### src/rtl/regfile_wb_arbiter.sv
// Write-back arbiter for a single-write-port register file: MEM has priority, ALU gets a
// forced grant after STARVE_LIMIT consecutive losses; also flags read-after-write hazards.
module regfile_wb_arbiter #(
  parameter int unsigned AW           = 5,
  parameter int unsigned DW           = 8,
  parameter int unsigned STARVE_LIMIT = 3
) (
  input  logic          clock,
  input  logic          reset,
  input  logic          mem_req,
  input  logic [AW-1:0] mem_a,
  input  logic [DW-1:0] mem_wd,
  output logic          mem_gnt,
  input  logic          alu_req,
  input  logic [AW-1:0] alu_a,
  input  logic [DW-1:0] alu_wd,
  output logic          alu_gnt,
  output logic [AW-1:0] a3,
  output logic [DW-1:0] wd,
  output logic          we,
  input  logic [AW-1:0] ra1,
  input  logic [AW-1:0] ra2,
  output logic          haz1,
  output logic          haz2
);

  localparam logic [2:0] Limit = 3'(STARVE_LIMIT);

  logic [2:0]    starve_q, starve_d;
  logic          force_alu;
  logic [AW-1:0] a3_d;
  logic [DW-1:0] wd_d;
  logic          we_d;
  logic          we_live;

  // Grants are held low through reset so no request is consumed by a write that reset discards.
  always_comb begin
    mem_gnt   = 1'b0;
    alu_gnt   = 1'b0;
    force_alu = alu_req && (starve_q == Limit);
    if (!reset) begin
      if (alu_req && (force_alu || !mem_req)) begin
        alu_gnt = 1'b1;
      end else if (mem_req) begin
        mem_gnt = 1'b1;
      end
    end
  end

  always_comb begin
    starve_d = starve_q;
    if (alu_gnt || !alu_req) begin
      starve_d = 3'd0;
    end else if (starve_q < Limit) begin
      starve_d = starve_q + 3'd1;
    end
  end

  always_comb begin
    a3_d = a3;
    wd_d = wd;
    we_d = 1'b0;
    if (mem_gnt) begin
      a3_d = mem_a;
      wd_d = mem_wd;
      we_d = (mem_a != '0);
    end else if (alu_gnt) begin
      a3_d = alu_a;
      wd_d = alu_wd;
      we_d = (alu_a != '0);
    end
  end

  always_ff @(posedge clock) begin
    if (reset) begin
      starve_q <= 3'd0;
      a3       <= '0;
      wd       <= '0;
      we       <= 1'b0;
    end else begin
      starve_q <= starve_d;
      a3       <= a3_d;
      wd       <= wd_d;
      we       <= we_d;
    end
  end

  // A write pending in the output register is discarded by reset, so it stops counting.
  assign we_live = we && !reset;

  assign haz1 = (ra1 != '0) && ((mem_req && (mem_a == ra1)) || (alu_req && (alu_a == ra1)) ||
                                (we_live && (a3 == ra1)));
  assign haz2 = (ra2 != '0) && ((mem_req && (mem_a == ra2)) || (alu_req && (alu_a == ra2)) ||
                                (we_live && (a3 == ra2)));

  grant_onehot_a: assert property (@(posedge clock) !(mem_gnt && alu_gnt));

endmodule

### config.mk
export PLATFORM = sky130hd
export DESIGN_NAME = regfile_wb_arbiter
export DESIGN_NICKNAME = d
export VERILOG_FILES = /design/src/rtl/regfile_wb_arbiter.sv
export SDC_FILE = /design/constraint.sdc
export NUM_CORES = 1
export LEC_CHECK = 0
export CAP_MARGIN = 10
export CORE_AREA = 2 2 62 64
export DETAILED_ROUTE_END_ITERATION = 10
export DIE_AREA = 0 0 64 66
export PLACE_DENSITY_LB_ADDON = 0.3
export SKIP_LAST_GASP = 1
export SYNTH_ARGS = -nofsm -noshare
export SYNTH_HDL_FRONTEND = slang
export SYNTH_SLANG_ARGS = --single-unit
### constraint.sdc
create_clock -name clock -period 1.76 [get_ports clock]
set_input_delay 0.176 -clock clock [delete_from_list [all_inputs] [get_ports clock]]
set_output_delay 0.176 -clock clock [all_outputs]
set_load 0.005 [all_outputs]
==> impl_metrics.json, run 1 <==
{
  "cp_max_fo": 4,
  "synthDominantCellAreaShare_pct": 28.0,
  "vias": 1330,
  "drive_above_1_share_pct": 24.4,
  "r2r_cells": 6,
  "post-route-period-util_pct": 101,
  "vias_per_cell": 5.02,
  "grt_pass1_wl_mm": 6.40,
  "regToRegStartpoint": "starve_q[0]$_SDFFE_PP0N_",
  "ant_nets": 0,
  "hpwl_mm": 3.17,
  "p_int_uw": 721,
  "tns_ns": -0.0262,
  "hold_ws_ns": 0.359,
  "design.core.area_um2": 3550,
  "synthFlopType": "dfxtp_1",
  "required_ns": 1.58,
  "switching_share_pct": 30.9,
  "slew_headroom_pct": 80.5,
  "drtPass1Iterations": 4,
  "max-cap-violations": 0,
  "syn_inst": 134,
  "ys_ff_latch": 17,
  "critPathKind": "reg -> out",
  "synth_top_cell_by_area": "dfxtp_1",
  "cp.arrival_ns": 1.61,
  "leakage_uw": 0.000869,
  "ys_top_cells_by_count": "26 x xor2_1, 23 x nor2_1, 17 x dfxtp_1",
  "pwr-share-comb_pct": 37.2,
  "overflow": 0,
  "synth_area_leaders": "dfxtp_1 28%, xor2_1 19%, mux2i_1 11%, a211oi_2 8.2%, nor2_1 7.1%",
  "cts_max_path_buffers": 2,
  "nFillCells": 314,
  "die_w_um": 64,
  "ir_worst_vdd_mv": 0.328,
  "fin_ws_ns": -0.0262,
  "start_util_pct": 34.2,
  "worstSetupStartpointType": "flip-flop",
  "rows": 22,
  "root_buffer": "clkbuf_4",
  "finalHoldViolCount": 0,
  "r2r_slack_ns": 0.05,
  "post_cts_buffers": 0,
  "synth_most_common_cell": "xor2_1",
  "r2r-end": "a3[3]$_SDFFE_PP0P_",
  "grt_max_degree": 16,
  "worstMarginPinSlew_ns": 0.290,
  "synth_edf_count": 0,
  "status": "complete, but fails checks",
  "htree_num_levels": 1,
  "maxSlewViolCount": 0,
  "place_congestion": 0.939,
  "critPathCaptureType": "output port",
  "track_usage_pct": 19.4,
  "p_total_uw": 1040,
  "pre_cts_slack_ns": -0.490,
  "clock_skew_ns": 0.0123,
  "drt_iter0_drc": 73,
  "cts_tree": "built",
  "cts.sinks": 17,
  "diodes": 0,
  "drc_errors": 0,
  "path_cells": "xor2_1, nor4_2, a32oi_1, a21oi_1, clkbuf_2",
  "area_growth_pct": 70.5,
  "crit_end": "haz2",
  "violations": "setup timing",
  "syn-num-nets": 176,
  "finalWirelength_mm": 3.99,
  "rsz0062_at_grt": "yes",
  "clk_latency_ns": 0.29,
  "path_clk_slew_ns": 0.12,
  "syn_area_um2": 1210,
  "ys_seq_area_share_pct": 28.0,
  "dieArea_um2": 4220,
  "die_h_um": 66,
  "antenna_found_initial": 0,
  "switchingPower_uw": 322,
  "cp-startpoint": "a3[1]$_SDFFE_PP0P_",
  "instances_no_fill": 265,
  "fin_crit_ns": 1.79,
  "syn-mean-instance-area_um2": 9.07,
  "place_inst": 261,
  "ys_async_sr_fraction_pct": 0,
  "numPortBuffers": 57,
  "cts_buffers": 3,
  "setup_viol": 1,
  "grt_pass1_vias": 1386,
  "nets": 260,
  "power_density_nw_per_um2": 503,
  "slowest_stage": "dfxtp_4",
  "clkPwrFrac_pct": 21.1,
  "synth_cell_type_count": 25,
  "seq_power_share_pct": 41.7,
  "synth-warning-count": 0,
  "clock.fmax_mhz": 560,
  "hp-class": "in -> reg",
  "critPathMaxStageDelay_ns": 0.38,
  "avgRoutedWirePerCell_um": 15.1,
  "ioPinCount": 58
}
==> flip-flops by register name, summed over array words and instances (netlist names) <==
register  cells
a3            5
wd            8
starve_q      3
we            1
==> per-stage QoR <==
stage	area (µm²)	utilization, %
finish	2070	58.4
global route	2070	58.4
CTS	2050	57.7
detailed placement	2020	56.8
global placement	2020	56.8
floorplan	1210	-
==> worst min-delay path by stage <==
| stage | from | endpoint | cells after the start |
|---|---|---|---|
| 3_5_place_dp | wd[0]$_SDFFE_PP0P_ | wd[0]$_SDFFE_PP0P_ | 2 |
| 2_1_floorplan | mem_a[0] | we$_SDFF_PP0_ | 2 |
| 3_3_place_gp | wd[1]$_SDFFE_PP0P_ | wd[1]$_SDFFE_PP0P_ | 2 |
| 6_report | mem_a[0] | we$_SDFF_PP0_ | 4 |
| 5_1_grt | mem_a[0] | we$_SDFF_PP0_ | 4 |
| 4_1_cts | alu_wd[1] | wd[1]$_SDFFE_PP0P_ | 3 |
==> cell usage in the layout, fill, tap and decap left out, types with 2 or more instances in the layout <==
cell,Yosys,final
nor4_2,0,2
xor2_1,26,26
a32oi_1,2,2
dlymetal6s2s_1,0,3
or4_1,4,4
a21oi_1,4,4
clkbuf_4,0,3
nor2_1,23,22
mux2i_1,13,13
clkdlybuf4s50_1,0,37
xnor2_1,4,4
o21ai_0,3,3
a211oi_1,6,6
a211oi_2,8,8
nor4_1,6,4
nand3_1,2,2
buf_4,0,27
dlygate4sd2_1,0,15
dfxtp_1,17,13
dfxtp_4,0,3
nand2_1,2,2
==> power by group through the flow <==
| stage | Sequential [µW] | Combinational [µW] | Clock (µW) |
|---|---|---|---|
| finish | 435 | 388 | 220 |
| global route | 439 | 418 | 253 |
| CTS | 436 | 389 | 227 |
| detailed placement | 444 | 394 | 0 |
| global placement | 443 | 386 | 0 |
| floorplan | 442 | 151 | 0 |
==> cell families (layout without fill, tap and decap cells) <==
group | after synthesis | after routing | synth area share, %
compound gates | 24 | 24 | 17.9
xor+xnor | 30 | 30 | 21.6
fa+ha+maj | 2 | 2 | 2.06
buf+inv | 7 | 90 | 3.29
flops | 17 | 17 | 28.0
mux | 13 | 13 | 10.7
simple gates | 41 | 41 | 16.4
==> metal layers <==
| metal | vias up | routed length (µm) | GRT usage [%] |
|---|---|---|---|
| met2 | 54 | 2010 | 35.5 |
| met4 | 0 | 70 | 8.42 |
| li1 | 646 | - | - |
| met3 | 7 | 215 | 1.87 |
| met5 | - | 0 | 0 |
| met1 | 623 | 1700 | 23.0 |
==> critical path: cells and delay by family, from the launching register on <==
kind,cells,cell delay (ns)
flip-flops,1,0.38
AND/OR/NAND/NOR,1,0.35
AO/OA/AOI/OAI,2,0.28
XOR/XNOR,1,0.17
buffers and inverters,1,0.14
==> area by class of cell <==
type	instances	area, µm²	share of cell area [%]
Clock buffer	3	22.5	1.09
Sequential cell	17	353	17.0
Multi-Input combinational cell	110	870	42.0
Tap cell	48	60.1	2.90
Clock inverter	1	7.51	0.362
Timing Repair Buffer	84	752	36.3
Inverter	2	7.51	0.362
==> timing repair <==
action | 4_1_cts | 5_1_grt
setup endpoints to repair | 4 | 3
hold buffers | 0 | 0
resized for setup | 26 | 11
pin swaps | 8 | 5
(Power assumes the default switching activity.)
==> run 2: changes to the inputs <==
- CORE_AREA: 2 2 62 64 -> 2 2 57 70
- DIE_AREA: 0 0 64 66 -> 0 0 59 72
- SLEW_MARGIN: not set -> 25
==> run 2 against run 1 <==
  * The run now ends clean
  * Power is 6.1% higher
  * Flip-flop and latch count stayed put
  * Hold slack gained 0.073 ns
==> impl_metrics.json, run 2 (synthesis gave the netlist of run 1 again) <==
{
  "cts.sinks": 17,
  "worstSetupStartpointType": "flip-flop",
  "critPathMaxStageDelay_ns": 0.36,
  "p_total_uw": 1110,
  "vias": 1328,
  "setup_viol": 0,
  "tns_ns": 0,
  "clkPwrFrac_pct": 25.3,
  "root_buffer": "clkbuf_8",
  "finalWirelength_mm": 3.92,
  "grt_pass1_vias": 1388,
  "drive_above_1_share_pct": 22.0,
  "die_h_um": 72,
  "required_ns": 1.58,
  "drtPass1Iterations": 4,
  "critPathCaptureType": "output port",
  "path_buf_inv": 1,
  "area_growth_pct": 69.9,
  "hpwl_mm": 3.12,
  "leakage_uw": 0.000878,
  "ir_worst_vdd_mv": 0.397,
  "switching_share_pct": 28.1,
  "cp.arrival_ns": 1.53,
  "htree_num_levels": 1,
  "cts_buffers": 3,
  "cts_max_path_buffers": 2,
  "path_clk_slew_ns": 0.06,
  "pwr-share-comb_pct": 35.2,
  "clock.fmax_mhz": 586,
  "drt_iter0_drc": 38,
  "critPathKind": "reg -> out",
  "overflow": 0,
  "clk_latency_ns": 0.24,
  "die_w_um": 59,
  "hold_ws_ns": 0.432,
  "vias_per_cell": 5.25,
  "diodes": 0,
  "start_util_pct": 34.3,
  "grt_pass1_wl_mm": 6.32,
  "ff_latch_area_um2": 349,
  "power_density_nw_per_um2": 536,
  "regMostFlops": "wd",
  "seq_power_share_pct": 39.5,
  "design.core.area_um2": 3540,
  "nFillCells": 335,
  "status": "finished, final reports clean",
  "max-cap-violations": 0,
  "layout_commonest_cell": "clkdlybuf4s50_1",
  "numPortBuffers": 57,
  "path_cells": "xor2_1, nor4_1, a32oi_1, a21oi_1, clkdlybuf4s15_1",
  "clock_skew_ns": 0.00156,
  "fin_crit_ns": 1.71,
  "rows": 24,
  "final_cell_mix": "34 x clkdlybuf4s50_1, 26 x xor2_1, 22 x nor2_1, 22 x buf_4, 17 x dlygate4sd2_1",
  "multi_input_comb_area_um2": 860,
  "dieArea_um2": 4250,
  "track_usage_pct": 19.2,
  "hp-class": "in -> reg",
  "p_int_uw": 796,
  "cts_tree": "built",
  "worstMarginPinSlew_ns": 0.296,
  "ant_nets": 0,
  "top_regs": "wd x8, a3 x5, starve_q x3",
  "slowest_stage": "dfxtp_4",
  "post-route-period-util_pct": 96.9,
  "switchingPower_uw": 311,
  "drc_errors": 0,
  "cp_top_family": "flip-flops",
  "finalHoldViolCount": 0,
  "largest_reg_flops": 8,
  "rsz0062_at_grt": "yes",
  "nets": 257,
  "grt_max_degree": 27,
  "cp_max_fo": 4,
  "avgRoutedWirePerCell_um": 15.5,
  "antenna_found_initial": 0,
  "place_congestion": 0.986,
  "maxSlewViolCount": 0,
  "fin_util_pct": 58.3,
  "r2r_slack_ns": 0.10,
  "hold_buffers": 0,
  "ioPinCount": 58,
  "slew_headroom_pct": 80.1
}
run 2: area by class of cell:
| class | count | area share, % |
|---|---|---|
| clock buffer | 4 | 2.18 |
| inverter | 2 | 0.364 |
| multi-input combinational | 110 | 41.6 |
| sequential | 17 | 16.9 |
| tap | 39 | 2.36 |
| timing repair buffer | 81 | 36.5 |
run 2: worst register-to-register path, cell delays in order, from the launching register on:
cell,delay (ns)
dfxtp_1,0.31
ha_1,0.20
ha_2,0.20
a211oi_4,0.28
buf_8,0.22
mux2i_1,0.25
a211oi_2,0.09
run 2: metrics by stage:
step           instance area [µm²]  setup WS, ns  cells
2_1_floorplan                 1210       0.00955    134
3_3_place_gp                  2000        -0.357    249
3_5_place_dp                  2000        -0.426    249
4_1_cts                       2050       -0.0386    253
5_1_grt                       2060       -0.0227    253
6_report                      2060        0.0540    253
run 2: power groups by stage:
stage / logic [µW] / clock network, µW / registers [µW]
final: 389 / 280 / 437
after CTS: 391 / 292 / 437
after detailed placement: 396 / 0 / 444
after global routing: 423 / 312 / 440
after global placement: 386 / 0 / 444
after floorplan: 151 / 0 / 442
run 2: final timing paths:
path,startpoint,end,cells past startpoint
max,a3[1]$_SDFFE_PP0P_,haz1,5
min,mem_a[0],we$_SDFF_PP0_,4
max reg2reg,starve_q[0]$_SDFFE_PP0N_,wd[3]$_SDFFE_PP0P_,6
min reg2reg,wd[0]$_SDFFE_PP0P_,wd[0]$_SDFFE_PP0P_,2
run 2: layer usage:
metal	vias up	track usage (%)	wire, µm
met4	0	7.83	111
met3	13	3.92	273
met2	65	33.8	1920
met5	-	0	0
li1	639	-	-
met1	611	22.0	1610
run 2: timing repair:
item	4_1_cts	5_1_grt
setup endpoints to repair	12	5
pin swaps	9	8
gates resized for setup	28	11
setup buffers	0	0
==> run 3: changes to the inputs <==
- CTS_BUF_LIST: not set -> sky130_fd_sc_hd__clkbuf_4 sky130_fd_sc_hd__clkbuf_8
- PLACE_DENSITY: not set -> 0.76
- PLACE_DENSITY_LB_ADDON: 0.3 -> not set
==> run 3 against run 2 <==
  * Via count down 4.4%
  * Design area up 2.1%
  * Global-route usage down 0.58 points
  * Clock skew up 0.0022 ns
  * Flip-flop and latch count unchanged
  * Critical path depth up 1
  * Final cell count up 2.0%
  * Die area unchanged
  * Combinational power up 4%
  * Sequential power down 0.9%
  * Critical path type is now in -> out
  * Largest power group unchanged
  * Highest routed layer unchanged
==> impl_metrics.json, run 3 (synthesis gave the netlist of run 1 again) <==
{
  "status": "finished, final reports clean",
  "p_int_uw": 805,
  "post-route-period-util_pct": 96.4,
  "start_util_pct": 34.3,
  "clock.fmax_mhz": 589,
  "grt_pass1_vias": 1398,
  "nFillCells": 331,
  "final_cell_mix": "38 x clkdlybuf4s50_1, 27 x buf_4, 26 x xor2_1",
  "cts_tree": "built",
  "overflow": 0,
  "critPathMaxStageDelay_ns": 0.45,
  "grt_pass1_wl_mm": 6.03,
  "setup_viol": 0,
  "root_buffer": "clkbuf_8",
  "path_buf_inv": 2,
  "vias_per_cell": 4.92,
  "worstMarginPinSlew_ns": 0.337,
  "maxSlewViolCount": 0,
  "ant_nets": 0,
  "path_cells": "clkdlybuf4s50_1, xor2_1, nor4_2, a32oi_1, a21oi_1, buf_2",
  "clock_skew_ns": 0.00380,
  "power_density_nw_per_um2": 538,
  "htree_num_levels": 1,
  "layout_commonest_cell": "clkdlybuf4s50_1",
  "path_clk_slew_ns": 0.07,
  "cp_top_family": "buffers and inverters",
  "finalWirelength_mm": 3.62,
  "top_regs": "wd x8, a3 x5, starve_q x3",
  "cp_max_fo": 2,
  "fin_ws_ns": 0.0625,
  "cts.sinks": 17,
  "place_congestion": 0.925,
  "numPortBuffers": 57,
  "track_usage_pct": 18.6,
  "nets": 262,
  "finalHoldViolCount": 0,
  "clk_latency_ns": 0.26,
  "rows": 24,
  "worstSetupStartpointType": "input port",
  "clkPwrFrac_pct": 26.0,
  "die_w_um": 59,
  "leakage_uw": 0.000892,
  "critPathCaptureType": "output port",
  "pre_cts_slack_ns": -0.563,
  "drtPass1Iterations": 4,
  "hpwl_mm": 2.81,
  "cts_buffers": 3,
  "hold_buffers": 0,
  "drive_above_1_share_pct": 25.6,
  "vias": 1270,
  "die_h_um": 72,
  "ioPinCount": 58,
  "dieArea_um2": 4250,
  "antenna_found_initial": 0,
  "hp-class": "in -> reg",
  "slowest_stage": "clkdlybuf4s50_1",
  "rsz0062_at_grt": "yes",
  "ir_worst_vdd_mv": 0.366,
  "cp.arrival_ns": 1.52,
  "area_growth_pct": 73.4,
  "fin_crit_ns": 1.70,
  "diodes": 0,
  "design.core.area_um2": 3540,
  "critPathKind": "in -> out",
  "slew_headroom_pct": 77.3,
  "post_cts_buffers": 0,
  "drc_errors": 0,
  "cts_max_path_buffers": 2,
  "seq_power_share_pct": 38.2,
  "regMostFlops": "wd",
  "grt_max_degree": 27,
  "drt_iter0_drc": 42,
  "max-cap-violations": 0,
  "pwr-share-comb_pct": 35.8,
  "largest_reg_flops": 8,
  "switching_share_pct": 29.0,
  "switchingPower_uw": 329,
  "tns_ns": 0,
  "required_ns": 1.58,
  "avgRoutedWirePerCell_um": 14.0
}
run 3: per-stage QoR:
stage                     cells  util [%]  total power [µW]  area, µm²  hold slack [ns]
after floorplan             134         -               593       1210            0.312
after global placement      254      57.4               841       2030            0.495
after detailed placement    254      57.4               845       2030            0.493
after CTS                   258      59.0              1140       2090            0.503
after global routing        258      59.5              1190       2110            0.474
final                       258      59.5              1130       2110            0.437
run 3: power groups by stage:
stage,sequential [µW],combinational [µW],clock (µW)
after detailed placement,440,405,0
final,433,406,295
after CTS,433,404,304
after global placement,441,400,0
after floorplan,442,151,0
after global routing,437,442,315
run 3: repair_timing:
item	4_1_cts	5_1_grt
setup endpoints to repair	5	7
gates resized for setup	24	11
gates cloned	0	0
pin swaps	8	7
run 3: routing by layer:
| metal | global-route usage [%] | vias to the layer above | share of wire [%] |
|---|---|---|---|
| met5 | 0 | - | 0 |
| met4 | 9.34 | 0 | 2.6 |
| met3 | 4.46 | 8 | 6.2 |
| met2 | 31.6 | 48 | 50 |
| met1 | 21.3 | 566 | 42 |
| li1 | - | 648 | - |
run 3: layout make-up:
type / count / area (µm²) / share of cell area, %
clock inverters: 1 / 5.00 / 0.238
clock buffers: 3 / 41.3 / 1.96
multi-input cells: 110 / 876 / 41.6
well taps: 39 / 48.8 / 2.32
repair buffers: 86 / 785 / 37.2
flip-flops and latches: 17 / 344 / 16.3
inverters: 2 / 7.51 / 0.356
run 3: worst paths after layout:
path                                  from                  to  slack, ns  cells past startpoint
setup / recovery                  mem_a[1]                haz2       0.06                      6
hold / removal                    alu_a[2]       we$_SDFF_PP0_       0.44                      5
setup reg to reg  starve_q[0]$_SDFFE_PP0N_  wd[2]$_SDFFE_PP0P_       0.09                      6
hold reg to reg         wd[0]$_SDFFE_PP0P_  wd[0]$_SDFFE_PP0P_       0.50                      2
run 3: worst reg2reg max path: stages, from the launching register on:
cell and delay [ns]:
dfxtp_1 0.32, ha_1 0.20, ha_2 0.19, a211oi_4 0.24
buf_6 0.24, mux2i_1 0.27, a211oi_2 0.10
